$ cat src/rtl/btn_conditioner.sv
// btn_conditioner: N-channel push-button front end.
// Each channel has a two-flop synchroniser, polarity normalisation and a
// counter-based debouncer. It produces a clean level, one-cycle press and
// release strobes, and a typematic auto-repeat strobe for held buttons.
// Every output is a flop; btn_raw only reaches the outputs through the
// synchroniser.
module btn_conditioner #(
    parameter int N_BTN           = 4,
    parameter int ACTIVE_LOW      = 1,
    parameter int DEBOUNCE_CYCLES = 1000000,
    parameter int REPEAT_DELAY    = 25000000,
    parameter int REPEAT_PERIOD   = 5000000
) (
    input  logic             clk,
    input  logic             rst_n,
    input  logic [N_BTN-1:0] btn_raw,
    input  logic [N_BTN-1:0] repeat_en,
    output logic [N_BTN-1:0] btn_level,
    output logic [N_BTN-1:0] btn_press,
    output logic [N_BTN-1:0] btn_release,
    output logic [N_BTN-1:0] btn_repeat
);

    // Raw pin level when the button is not pressed.
    localparam logic IDLE_LVL = (ACTIVE_LOW != 0) ? 1'b1 : 1'b0;
    localparam int   RPT_MAX  = (REPEAT_DELAY > REPEAT_PERIOD) ? REPEAT_DELAY : REPEAT_PERIOD;
    localparam int   DCW      = $clog2(DEBOUNCE_CYCLES) + 1;
    localparam int   RCW      = $clog2(RPT_MAX) + 1;

    localparam logic [DCW-1:0] DCNT_ZERO  = DCW'(0);
    localparam logic [DCW-1:0] DCNT_ONE   = DCW'(1);
    localparam logic [DCW-1:0] DCNT_LAST  = DCW'(DEBOUNCE_CYCLES - 1);
    localparam logic [RCW-1:0] RCNT_ZERO  = RCW'(0);
    localparam logic [RCW-1:0] RCNT_ONE   = RCW'(1);
    localparam logic [RCW-1:0] RCNT_DLAST = RCW'(REPEAT_DELAY - 1);
    localparam logic [RCW-1:0] RCNT_PLAST = RCW'(REPEAT_PERIOD - 1);

    typedef enum logic [1:0] {
        ST_IDLE  = 2'd0,
        ST_DELAY = 2'd1,
        ST_RPT   = 2'd2
    } rpt_state_t;

    logic [N_BTN-1:0] sync0_r;
    logic [N_BTN-1:0] sync1_r;

    // Two-flop synchroniser; resets to the idle pin level so that leaving
    // reset with released buttons does not look like a transition.
    always_ff @(posedge clk or negedge rst_n) begin
        if (!rst_n) begin
            sync0_r <= {N_BTN{IDLE_LVL}};
            sync1_r <= {N_BTN{IDLE_LVL}};
        end else begin
            sync0_r <= btn_raw;
            sync1_r <= sync0_r;
        end
    end

    for (genvar i = 0; i < N_BTN; i++) begin : g_ch
        logic           norm_s;
        logic           accept_s;
        logic           press_ev_s;
        logic           release_ev_s;
        logic           level_r;
        logic           press_r;
        logic           release_r;
        logic           repeat_r;
        logic [DCW-1:0] dcnt_r;
        logic [RCW-1:0] rcnt_r;
        rpt_state_t     state_r;

        // 1 = pressed, whatever the pin polarity.
        assign norm_s       = (ACTIVE_LOW != 0) ? ~sync1_r[i] : sync1_r[i];
        // The differing value has persisted long enough; it is accepted at this edge.
        assign accept_s     = (norm_s != level_r) && (dcnt_r == DCNT_LAST);
        assign press_ev_s   = accept_s & norm_s;
        assign release_ev_s = accept_s & ~norm_s;

        // Debounce counter and accepted level, with press/release strobes
        // registered on the same edge as the level update.
        always_ff @(posedge clk or negedge rst_n) begin
            if (!rst_n) begin
                dcnt_r    <= DCNT_ZERO;
                level_r   <= 1'b0;
                press_r   <= 1'b0;
                release_r <= 1'b0;
            end else if (norm_s == level_r) begin
                dcnt_r    <= DCNT_ZERO;
                press_r   <= 1'b0;
                release_r <= 1'b0;
            end else if (dcnt_r == DCNT_LAST) begin
                dcnt_r    <= DCNT_ZERO;
                level_r   <= norm_s;
                press_r   <= norm_s;
                release_r <= ~norm_s;
            end else begin
                dcnt_r    <= dcnt_r + DCNT_ONE;
                press_r   <= 1'b0;
                release_r <= 1'b0;
            end
        end

        // Typematic repeat FSM. A release beats a coincident repeat, and a
        // dropped repeat_en beats a coincident repeat.
        always_ff @(posedge clk or negedge rst_n) begin
            if (!rst_n) begin
                state_r  <= ST_IDLE;
                rcnt_r   <= RCNT_ZERO;
                repeat_r <= 1'b0;
            end else begin
                case (state_r)
                    ST_IDLE: begin
                        rcnt_r <= RCNT_ZERO;
                        if (press_ev_s) begin
                            repeat_r <= 1'b1;
                            state_r  <= repeat_en[i] ? ST_DELAY : ST_IDLE;
                        end else begin
                            repeat_r <= 1'b0;
                            state_r  <= ST_IDLE;
                        end
                    end
                    ST_DELAY: begin
                        if (release_ev_s || !repeat_en[i]) begin
                            state_r  <= ST_IDLE;
                            rcnt_r   <= RCNT_ZERO;
                            repeat_r <= 1'b0;
                        end else if (rcnt_r == RCNT_DLAST) begin
                            state_r  <= ST_RPT;
                            rcnt_r   <= RCNT_ZERO;
                            repeat_r <= 1'b1;
                        end else begin
                            state_r  <= ST_DELAY;
                            rcnt_r   <= rcnt_r + RCNT_ONE;
                            repeat_r <= 1'b0;
                        end
                    end
                    ST_RPT: begin
                        if (release_ev_s || !repeat_en[i]) begin
                            state_r  <= ST_IDLE;
                            rcnt_r   <= RCNT_ZERO;
                            repeat_r <= 1'b0;
                        end else if (rcnt_r == RCNT_PLAST) begin
                            state_r  <= ST_RPT;
                            rcnt_r   <= RCNT_ZERO;
                            repeat_r <= 1'b1;
                        end else begin
                            state_r  <= ST_RPT;
                            rcnt_r   <= rcnt_r + RCNT_ONE;
                            repeat_r <= 1'b0;
                        end
                    end
                    default: begin
                        state_r  <= ST_IDLE;
                        rcnt_r   <= RCNT_ZERO;
                        repeat_r <= 1'b0;
                    end
                endcase
            end
        end

        assign btn_level[i]   = level_r;
        assign btn_press[i]   = press_r;
        assign btn_release[i] = release_r;
        assign btn_repeat[i]  = repeat_r;
    end

endmodule

$ cat config.mk
export PLATFORM = sky130hd
export DESIGN_NAME = btn_conditioner
export DESIGN_NICKNAME = d
export VERILOG_FILES = /design/src/rtl/btn_conditioner.sv
export SDC_FILE = /design/constraint.sdc
export NUM_CORES = 1
export LEC_CHECK = 0
export CAP_MARGIN = 0
export CORE_UTILIZATION = 27
export CTS_CLUSTER_DIAMETER = 60
export CTS_CLUSTER_SIZE = 14
export DETAILED_ROUTE_END_ITERATION = 8
export PLACE_DENSITY = 0.42
export REMOVE_ABC_BUFFERS = 1
export SLEW_MARGIN = 30
export SYNTH_ARGS = -nofsm -noshare
export SYNTH_HDL_FRONTEND = slang
export SYNTH_SLANG_ARGS = --single-unit
$ cat constraint.sdc
create_clock -name clk -period 2.8 [get_ports clk]
set_input_delay 0.84 -clock clk [delete_from_list [all_inputs] [get_ports clk]]
set_output_delay 0.84 -clock clk [all_outputs]
set_load 0.02 [all_outputs]
==> flow_metrics.env <==
export IMPL_run_status="finished clean"
export IMPL_dr_pass1_iters=5
export IMPL_grtUsageMet2=0.180
export IMPL_worstPathRequired_ns=1.96
export IMPL_post_dp_hpwl_um=16200
export IMPL_p_sw_frac=0.228
export IMPL_htree_num_levels=1
export IMPL_post_cts_buffers=0
export IMPL_finalHoldViolCount=0
export IMPL_initial_utilization=0.275
export IMPL_path_buf_inv=1
export IMPL_place_area_um2=11800
export IMPL_postCtsHoldBufs=0
export IMPL_rr_startpoint="g_ch[0].dcnt_r[0]"
export IMPL_hold_ws_ns=0.209
export IMPL_tritoncts="built"
export IMPL_critPathCaptureType="primary output"
export IMPL_io_pins=26
export IMPL_post_drt_wl_per_cell_um=14.1
export IMPL_slowest_stage="clkdlybuf4s50_1"
export IMPL_crit_fanout=6
export IMPL_critical_path_startpoint_type="flip-flop"
export IMPL_yosys_register_bits=220
export IMPL_pre_cts_slack_ns=0.392
export IMPL_met3_usage=0.0225
export IMPL_power_switching_uw=1670
export IMPL_track_usage=0.121
export IMPL_fmax_mhz=382
export IMPL_die_w_um=203
export IMPL_drtAntennaViolNets=0
export IMPL_reg2regPathDepth=6
export IMPL_skew_ns=0.00939
export IMPL_clockRootBuffer="clkbuf_16"
export IMPL_dr_total_vias=7747
export IMPL_rsz0062_at_grt="false"
export IMPL_via_per_inst=4.55
export IMPL_synthFlopType="dfrtp_1"
export IMPL_portBuffers=25
export IMPL_min_path_type="primary input to async pin"
export IMPL_clkLatencyLatePin_ns=0.56
export IMPL_clk_pin_slew_ns=0.06
export IMPL_drive_gt1_frac=0.0851
export IMPL_rows=73
export IMPL_pwr_share_comb=0.021
export IMPL_stdcell_count=1701
export IMPL_clkPwrFrac=0.539
export IMPL_synth_top_area_frac=0.485
export IMPL_yosys_top_cells_count="nor2_1, dfrtp_1, xor2_1, nand3_1, xnor2_1"
export IMPL_power_per_cell_area_nw_per_um2=570
export IMPL_yosys_area_top_type="dfrtp_1"
export IMPL_die_y_um=203
export IMPL_crit_path_cell_trace="clkdlybuf4s50_1"
export IMPL_setup_tns_ns=0
export IMPL_worstSetupPathType="flip-flop to primary output"
export IMPL_synth_edff_count=0
export IMPL_drt_iter0_markers=393
export IMPL_synthArstFlopShare=1.00
export IMPL_final_nets=1187
export IMPL_cp_top_family="buffers and inverters"
export IMPL_cts_sinks=220
export IMPL_core_um2=39800
export IMPL_synth_area_leaders="dfrtp_1, xor2_1, nor2_1"
export IMPL_rr_endpoint="g_ch[0].repeat_r"
export IMPL_drc=0
export IMPL_syn_area_um2=10900
export IMPL_drv_cap=0
export IMPL_yosysMostFrequentCell="nor2_1"
export IMPL_cts_made_buffers=29
export IMPL_p_seq_frac=0.440
export IMPL_fin_crit_sh=0.935
export IMPL_design_area_um2=12900
export IMPL_ys_seq_area_frac=0.504
export IMPL_antenna_found_initial=0
export IMPL_busiest_layer="met2"
export IMPL_r2r_setup_slack_ns=0.42
export IMPL_grt_max_degree=58
export IMPL_critPathArrivalTime_ns=1.78
export IMPL_place_gp_congestion=0.726
export IMPL_syn_avg_cell_area_um2=9.80
export IMPL_fin_crit_ns=2.62
export IMPL_cts_buffer_depth=3
export IMPL_final_setup_viol_count=0
export IMPL_grt_pass1_vias=7810
export IMPL_synth_cell_types=58
export IMPL_met1_usage=0.179
export IMPL_layout_setup_ws_ns=0.183
export IMPL_max_stage_delay_ns=0.77
export IMPL_yosys_warnings=0
export IMPL_place_detailed_instances=1647
export IMPL_slew_limit_headroom=0.620
export IMPL_worst_slew_pin_slew_ns=0.566
export IMPL_dieArea_um2=41300
export IMPL_syn_to_final_growth_pct=17.5
export IMPL_power_leakage_uw=0.00513
export IMPL_synth_cells=1117
export IMPL_routed_wl_um=23900
export IMPL_final_max_slew_violation_count=0
export IMPL_grt_overflow_total=0
export IMPL_ctsResizeCount=0
export IMPL_ir_drop_v=0.000393
export IMPL_p_int_uw=5650
export IMPL_grt_pass1_wl_um=41200
-- area by class of cell --
cell class,count,area (um^2)
clock inverters,18,241
multi-input cells,819,5040
fillers,4173,27000
clock buffers,35,788
diodes,1,2.50
well taps,525,657
repair buffers,50,493
flip-flops and latches,220,5520
inverters,33,124
-- power groups by stage --
stage,logic [uW],registers (uW),clock network (uW)
finish,152,3230,3950
global route,179,3230,4230
CTS,162,3230,4100
detailed placement,162,3280,0
global placement,162,3280,0
floorplan,39.7,3280,0
-- sequential cells by signal, summed over array words and instances (netlist names) --
name and cells:
g_ch.rcnt_r 104, g_ch.dcnt_r 84, g_ch.state_r 8, g_ch.level_r 4
g_ch.press_r 4, g_ch.release_r 4, g_ch.repeat_r 4, sync0_r 4
sync1_r 4
-- cells in the final DEF, fill, tap and decap left out, types with 3 or more instances in the layout --
cell type / count
a21boi_0: 3
a21oi_1: 11
a31oi_1: 3
and2_1: 8
and3_1: 28
and4_1: 18
buf_12: 4
buf_4: 21
bufinv_16: 4
clkbuf_16: 29
clkbuf_8: 4
clkdlybuf4s50_1: 24
clkinv_2: 3
clkinv_4: 3
clkinvlp_4: 3
dfrtp_1: 212
dfstp_2: 8
ha_1: 24
inv_1: 33
inv_6: 3
nand2_1: 66
nand2b_1: 4
nand3_1: 87
nand4_1: 49
nor2_1: 214
nor3_1: 30
nor4_1: 23
nor4b_1: 7
nor4bb_1: 3
o2111ai_2: 3
o21ai_0: 9
or3_1: 11
or4_1: 9
or4b_1: 3
or4b_2: 3
xnor2_1: 72
xor2_1: 98
-- how the worst max path moves through the flow --
| stage | start | end | slack, ns | cells after the start |
|---|---|---|---|---|
| after floorplan | g_ch[3].rcnt_r[6] | g_ch[3].rcnt_r[10] | 0.45 | 5 |
| after global placement | repeat_en[2] | g_ch[2].rcnt_r[8] | 0.43 | 6 |
| after detailed placement | repeat_en[2] | g_ch[2].rcnt_r[8] | 0.39 | 6 |
| after CTS | g_ch[0].level_r | btn_level[0] | 0.11 | 1 |
| after global routing | g_ch[0].level_r | btn_level[0] | 0.08 | 1 |
| final | g_ch[0].level_r | btn_level[0] | 0.18 | 1 |
-- layer usage --
metal / vias up / wire length, um
met1: 3732 / 12300
met3: 34 / 914
met2: 85 / 10200
met4: 0 / 466
li1: 3896 / -
met5: - / 0
-- cell families after synthesis --
family | after synthesis | synth area share
DFF | 220 | 0.504
xor gates and xnor gates | 170 | 0.136
adders and majority gates | 24 | 0.0274
and+or+nand+nor | 582 | 0.270
AOI/OAI and AO/OA | 43 | 0.0270
buffers and inverters | 78 | 0.0354
-- metrics by stage --
step	power (uW)	utilization
floorplan	3320	-
global placement	3450	0.297
detailed placement	3450	0.297
CTS	7490	0.323
global route	7630	0.323
finish	7330	0.323
No activity file was read; power rests on OpenSTA's default activity.
